===== src/rtl/enemy_scheduler_pkg.sv =====
// ============================================================================
// Module : enemy_scheduler_pkg
// Brief  : Shared road geometry, screen limits and FSM encoding for the
//          enemy scheduler.
// Rev    : 1.0 - initial release
// ============================================================================
`default_nettype none

package enemy_scheduler_pkg;

    localparam logic [9:0]  CARRIL_BASE_X = 10'd170;
    localparam logic [9:0]  CARRIL_PASO   = 10'd75;
    localparam logic [10:0] PANTALLA_Y    = 11'd480;
    localparam logic [9:0]  LINEA_UPDATE  = 10'd481;
    localparam logic [7:0]  LFSR_SEED     = 8'hA5;

    typedef enum logic [1:0] {
        ST_IDLE      = 2'd0,
        ST_WAIT_TICK = 2'd1,
        ST_MOVE      = 2'd2,
        ST_SPAWN     = 2'd3
    } state_t;

    function automatic logic [9:0] lane_posx(input logic [1:0] lane);
        return CARRIL_BASE_X + 10'(lane) * CARRIL_PASO;
    endfunction

endpackage

`default_nettype wire


===== src/rtl/enemy_scheduler_lfsr8.sv =====
// ============================================================================
// Module : lfsr8
// Brief  : 8-bit Fibonacci LFSR, x^8+x^6+x^5+x^4+1, advanced on shift.
// Rev    : 1.0 - initial release
// ============================================================================
`default_nettype none

module lfsr8 #(
    parameter logic [7:0] SEED = 8'hA5
) (
    input  logic       clock,
    input  logic       reset,
    input  logic       shift,
    output logic [1:0] rnd
);

    logic [7:0] r_state;

    always_ff @(posedge clock or posedge reset) begin
        if (reset) begin
            r_state <= SEED;
        end else if (shift) begin
            r_state <= {r_state[6:0], r_state[7] ^ r_state[5] ^ r_state[4] ^ r_state[3]};
        end
    end

    assign rnd = r_state[1:0];

endmodule

`default_nettype wire


===== src/rtl/enemy_scheduler.sv =====
// ============================================================================
// Module : enemy_scheduler
// Brief  : Spawns, moves and retires enemy cars once per frame in vblank.
// Rev    : 1.0 - initial release
// ============================================================================
`default_nettype none

module enemy_scheduler
    import enemy_scheduler_pkg::*;
#(
    parameter int N_ENEMIGOS    = 4,
    parameter int SPAWN_PERIODO = 90
) (
    input  logic                       clock,
    input  logic                       reset,
    input  logic                       run,
    input  logic [9:0]                 hcount,
    input  logic [9:0]                 vcount,
    input  logic [2:0]                 velocidad,
    input  logic [N_ENEMIGOS-1:0]      choque,
    output logic [N_ENEMIGOS-1:0]      enable_o,
    output logic [10*N_ENEMIGOS-1:0]   posx_o,
    output logic [10*N_ENEMIGOS-1:0]   posy_o,
    output logic                       spawn_o,
    output logic [7:0]                 esquivados
);

    localparam int IW = (N_ENEMIGOS > 1) ? $clog2(N_ENEMIGOS) : 1;
    localparam int CW = $clog2(SPAWN_PERIODO + 1);
    localparam logic [CW-1:0] CNT_MAX = CW'(SPAWN_PERIODO);

    state_t                r_state;
    state_t                w_next_state;
    logic [IW-1:0]         r_idx;
    logic [CW-1:0]         r_cnt;
    logic [N_ENEMIGOS-1:0] r_kill;
    logic [N_ENEMIGOS-1:0] r_enable;
    logic [9:0]            r_posx [N_ENEMIGOS];
    logic [9:0]            r_posy [N_ENEMIGOS];
    logic                  r_spawn;
    logic [7:0]            r_esq;
    logic [1:0]            r_last_lane;

    logic                  w_tick;
    logic                  w_shift;
    logic                  w_free_found;
    logic [IW-1:0]         w_free_idx;
    logic [1:0]            w_rnd;
    logic [1:0]            w_lane;
    logic [10:0]           w_sum;

    assign w_tick  = (hcount == 10'd0) && (vcount == LINEA_UPDATE);
    assign w_shift = run && (r_state == ST_WAIT_TICK) && w_tick;

    lfsr8 #(.SEED(LFSR_SEED)) u_lfsr (
        .clock (clock),
        .reset (reset),
        .shift (w_shift),
        .rnd   (w_rnd)
    );

    always_ff @(posedge clock or posedge reset) begin
        if (reset) begin
            r_state <= ST_IDLE;
        end else begin
            r_state <= w_next_state;
        end
    end

    always_comb begin
        w_next_state = r_state;
        if (!run) begin
            w_next_state = ST_IDLE;
        end else begin
            case (r_state)
                ST_IDLE:      w_next_state = ST_WAIT_TICK;
                ST_WAIT_TICK: if (w_tick) w_next_state = ST_MOVE;
                ST_MOVE:      if (r_idx == IW'(N_ENEMIGOS - 1)) w_next_state = ST_SPAWN;
                ST_SPAWN:     w_next_state = ST_WAIT_TICK;
                default:      w_next_state = ST_IDLE;
            endcase
        end
    end

    // Lowest free slot wins; lane is rerolled by +1 to avoid repeating the last one.
    always_comb begin
        w_free_found = 1'b0;
        w_free_idx   = '0;
        for (int i = N_ENEMIGOS - 1; i >= 0; i--) begin
            if (!r_enable[i]) begin
                w_free_found = 1'b1;
                w_free_idx   = IW'(i);
            end
        end
        w_lane = (w_rnd == r_last_lane) ? w_rnd + 2'd1 : w_rnd;
        w_sum  = {1'b0, r_posy[r_idx]} + {8'd0, velocidad};
    end

    always_ff @(posedge clock or posedge reset) begin
        if (reset) begin
            r_idx       <= '0;
            r_cnt       <= '0;
            r_kill      <= '0;
            r_enable    <= '0;
            r_spawn     <= 1'b0;
            r_esq       <= '0;
            r_last_lane <= '0;
            for (int i = 0; i < N_ENEMIGOS; i++) begin
                r_posx[i] <= '0;
                r_posy[i] <= '0;
            end
        end else if (!run) begin
            r_idx    <= '0;
            r_cnt    <= '0;
            r_kill   <= '0;
            r_enable <= '0;
            r_spawn  <= 1'b0;
            r_esq    <= '0;
            for (int i = 0; i < N_ENEMIGOS; i++) begin
                r_posx[i] <= '0;
                r_posy[i] <= '0;
            end
        end else begin
            r_spawn <= 1'b0;
            r_kill  <= r_kill | choque;
            case (r_state)
                ST_WAIT_TICK: begin
                    if (w_tick) begin
                        r_idx <= '0;
                        if (r_cnt != CNT_MAX) r_cnt <= r_cnt + CW'(1);
                    end
                end
                ST_MOVE: begin
                    r_idx         <= r_idx + IW'(1);
                    r_kill[r_idx] <= 1'b0;
                    if (r_enable[r_idx]) begin
                        if (r_kill[r_idx] || choque[r_idx]) begin
                            r_enable[r_idx] <= 1'b0;
                        end else if (w_sum >= PANTALLA_Y) begin
                            r_enable[r_idx] <= 1'b0;
                            if (r_esq != 8'hFF) r_esq <= r_esq + 8'd1;
                        end else begin
                            r_posy[r_idx] <= w_sum[9:0];
                        end
                    end
                end
                ST_SPAWN: begin
                    if ((r_cnt == CNT_MAX) && w_free_found) begin
                        r_enable[w_free_idx] <= 1'b1;
                        r_posx[w_free_idx]   <= lane_posx(w_lane);
                        r_posy[w_free_idx]   <= '0;
                        r_cnt                <= '0;
                        r_last_lane          <= w_lane;
                        r_spawn              <= 1'b1;
                    end
                end
                default: ;
            endcase
        end
    end

    generate
        for (genvar g = 0; g < N_ENEMIGOS; g++) begin : g_pack
            assign posx_o[10*g +: 10] = r_posx[g];
            assign posy_o[10*g +: 10] = r_posy[g];
        end
    endgenerate

    assign enable_o   = r_enable;
    assign spawn_o    = r_spawn;
    assign esquivados = r_esq;

endmodule

`default_nettype wire


===== config.mk =====
export PLATFORM = sky130hd
export DESIGN_NAME = enemy_scheduler
export DESIGN_NICKNAME = d
export VERILOG_FILES = /design/src/rtl/enemy_scheduler_pkg.sv /design/src/rtl/enemy_scheduler_lfsr8.sv /design/src/rtl/enemy_scheduler.sv
export SDC_FILE = /design/constraint.sdc
export NUM_CORES = 1
export LEC_CHECK = 0
export ABC_CLOCK_PERIOD_IN_PS = 4200
export BUFFER_PORTS_ARGS = -buffer_cell sky130_fd_sc_hd__buf_2
export CAP_MARGIN = 20
export CORE_UTILIZATION = 55
export CTS_CLUSTER_DIAMETER = 100
export DETAILED_ROUTE_END_ITERATION = 6
export PLACE_DENSITY = 0.88
export REMOVE_ABC_BUFFERS = 1
export SKIP_LAST_GASP = 1
export SLEW_MARGIN = 20
export SYNTH_ARGS = -nofsm -noshare
export SYNTH_HDL_FRONTEND = slang
export SYNTH_SLANG_ARGS = --single-unit

===== constraint.sdc =====
create_clock -name clock -period 4.2 [get_ports clock]
set_clock_uncertainty 0.1 [all_clocks]
set_input_delay 0.84 -clock clock [delete_from_list [all_inputs] [get_ports clock]]
set_output_delay 0.84 -clock clock [all_outputs]
set_load 0.05 [all_outputs]

==> flow_summary.toml <==
[outcome]
status = "complete, but fails checks"
violations = "DRC"

[cts]
clock-root-buffer = "clkbuf_8"
path_clk_slew_ns = 0.10
ctsHoldBuffers = 0
clk_path_buf_depth = 2
cts_buffers = 9
cts_tree = "built"
ctsResizeCount = 0
clkSinkCount = 106
clk_latency_ns = 0.37
cts_setup_buffers = 0
htreeDepth = 3

[synth]
ys.warnings.count = 0
synth_commonest_cells = "102 x dfrtp_1, 71 x nor2_1, 46 x nand2_1, 25 x nand3_1, 24 x o21ai_0"
ys_ff_latch = 106
synthArstFlopShare = 1.00
yosys.area.top_type = "dfrtp_1"
yosys.cell_count.top_type = "dfrtp_1"
yosysSeqAreaShare = 0.457
ys.flop_type = "dfrtp_1"
netlist_instances = 572
synth.distinct_cells = 69
synth_edf_count = 0
synth_area_leaders = "dfrtp_1 44%, nor2_1 4.6%, ha_1 4.1%"
yosys.area.top_type_share = 0.439
syn_area_per_cell_um2 = 10.2
synth_area_mm2 = 0.00582

[routing]
drc = 1
firstDrtPassIters = 7
drtIter0Drc = 433
finalWirelength_um = 15300
vias = 5050
viasPerCell = 6.17
wire_per_inst_um = 18.7
detail-route-antenna-nets = 0

[sta]
max_freq_mhz = 250
slew_viol_final = 0
tns_ns = 0
grt_setup_unrepaired = "no"
worstMarginPinSlew_ns = 0.901
setup_violations = 0
slew_headroom = 0.397
finalCritPeriodShare = 0.953
final-hold-violation-count = 0
post-route-min-period_ns = 4.00

[power_and_ir_drop]
power.density_mw_per_mm2 = 374
cellLeakagePower_nw = 3.28
ir_worst_vdd_uv = 206

[global_routing]
grt_use_total = 0.288
grt_first_pass_wirelength_um = 24900
grt_pass1_vias = 4915
grt_max_degree = 46
antenna_found_initial = 0
grt.overflow.total = 0

[floorplanning]
die-width_um = 105
initial_utilization = 0.566
rows = 37
pin_count = 123
die_y_um = 105
die_area_mm2 = 0.0110
core-area_mm2 = 0.0103

[min_path]
hp-class = "in -> async"

[critical_path]
crit_required_ns = 4.41
start_kind = "flip-flop"
worstRegToRegCells = 10
cp.arrival_ns = 4.21
cp-end-kind = "flip-flop"
path_class = "reg -> reg"
crit_fanout = 14

[placement]
hpwl_um = 11000
gp_congestion = 0.925
placedCellCount = 802
io_buffers = 118

[finish]
drive_gt1_frac = 0.270
diodes = 0
final_cells = 818
syn_to_final_growth_pct = 15.3
final_core_util = 0.653
nets = 727

[run]
maxCapViolCount = 0
[sequential cells by signal (all words and copies together) (netlist names)]
name            flops
posy_o             40
posx_o             28
esquivados          8
u_lfsr.r_state      8
r_cnt               7
enable_o            4
r_kill              4
r_idx               2
r_last_lane         2
r_state             2
spawn_o             1
[metal layers]
metal,routed length (um),GRT usage,up-vias
met3,1450,0.0549,39
li1,-,-,2273
met5,0,0,-
met1,6300,0.390,2418
met2,7180,0.461,320
met4,352,0.107,0
[final timing paths]
path / start / endpoint / slack, ns
worst max-delay path: r_idx[0] / posy_o[6] / 0.20
worst min-delay path: reset / u_lfsr.r_state[6] / 0.33
worst max register to register: r_idx[0] / posy_o[6] / 0.20
worst min register to register: u_lfsr.r_state[6] / u_lfsr.r_state[7] / 0.41
max in group asynchronous: reset / posy_o[14] / 2.77
min in group clock: u_lfsr.r_state[6] / u_lfsr.r_state[7] / 0.41
[report_power, final]
part	internal, mW	switching (mW)
Combinational	0.216	0.467
Clock	0.356	0.357
Sequential	1.06	0.0503
Total	1.63	0.874
[stage by stage]
step           cell area [um2]  power, mW  hold slack, ns  setup WS (ns)
2_1_floorplan             5620       1.60           0.375          0.105
3_3_place_gp              6480       1.77           0.386          0.376
3_5_place_dp              6480       1.80           0.390          0.259
4_1_cts                   6710       2.50           0.336          0.210
5_1_grt                   6710       2.61           0.348         0.0612
6_report                  6710       2.51           0.329          0.198
[layout make-up]
cell class	instances	area, um2
fill	817	3570
tap	136	170
clock buffer	11	141
clock inverter	5	85.1
sequential	106	2660
inverter	14	55.1
timing repair buffer	131	688
multi-input combinational	415	2910
[layout by cell type (no fill, tap or decap), drive strengths merged, types with 8 or more instances in the layout]
master / n
mux4: 12
xnor2: 17
nor2: 71
a21oi: 21
mux2: 9
nor3: 8
a32o: 9
nand2: 46
a211oi: 14
or2: 8
o22ai: 9
clkbuf: 11
a22o: 9
ha: 19
nand3: 25
inv: 15
o21ai: 24
dfrtp: 102
buf: 131
mux2i: 11
[worst max-delay path, stage by stage (launching register included)]
cell      delay [ns]
dfrtp_1         0.61
mux4_1          0.61
ha_1            0.23
fa_1            0.41
a21o_1          0.24
nand2b_1        0.15
mux2_4          0.29
a211oi_4        0.31
nor3_4          0.14
nor2_1          0.59
a32o_1          0.26
[logic make-up (layout without fill, tap and decap cells)]
family	after synthesis	after routing	synth area share
adders and majority gates	20	20	0.0443
and+or+nand+nor	206	206	0.172
DFF	106	106	0.457
other	1	4	0.000644
xor gates and xnor gates	24	24	0.0361
buffers and inverters	54	161	0.0449
muxes	32	32	0.0860
AOI/OAI and AO/OA	129	129	0.160
(Power assumes the default switching activity.)
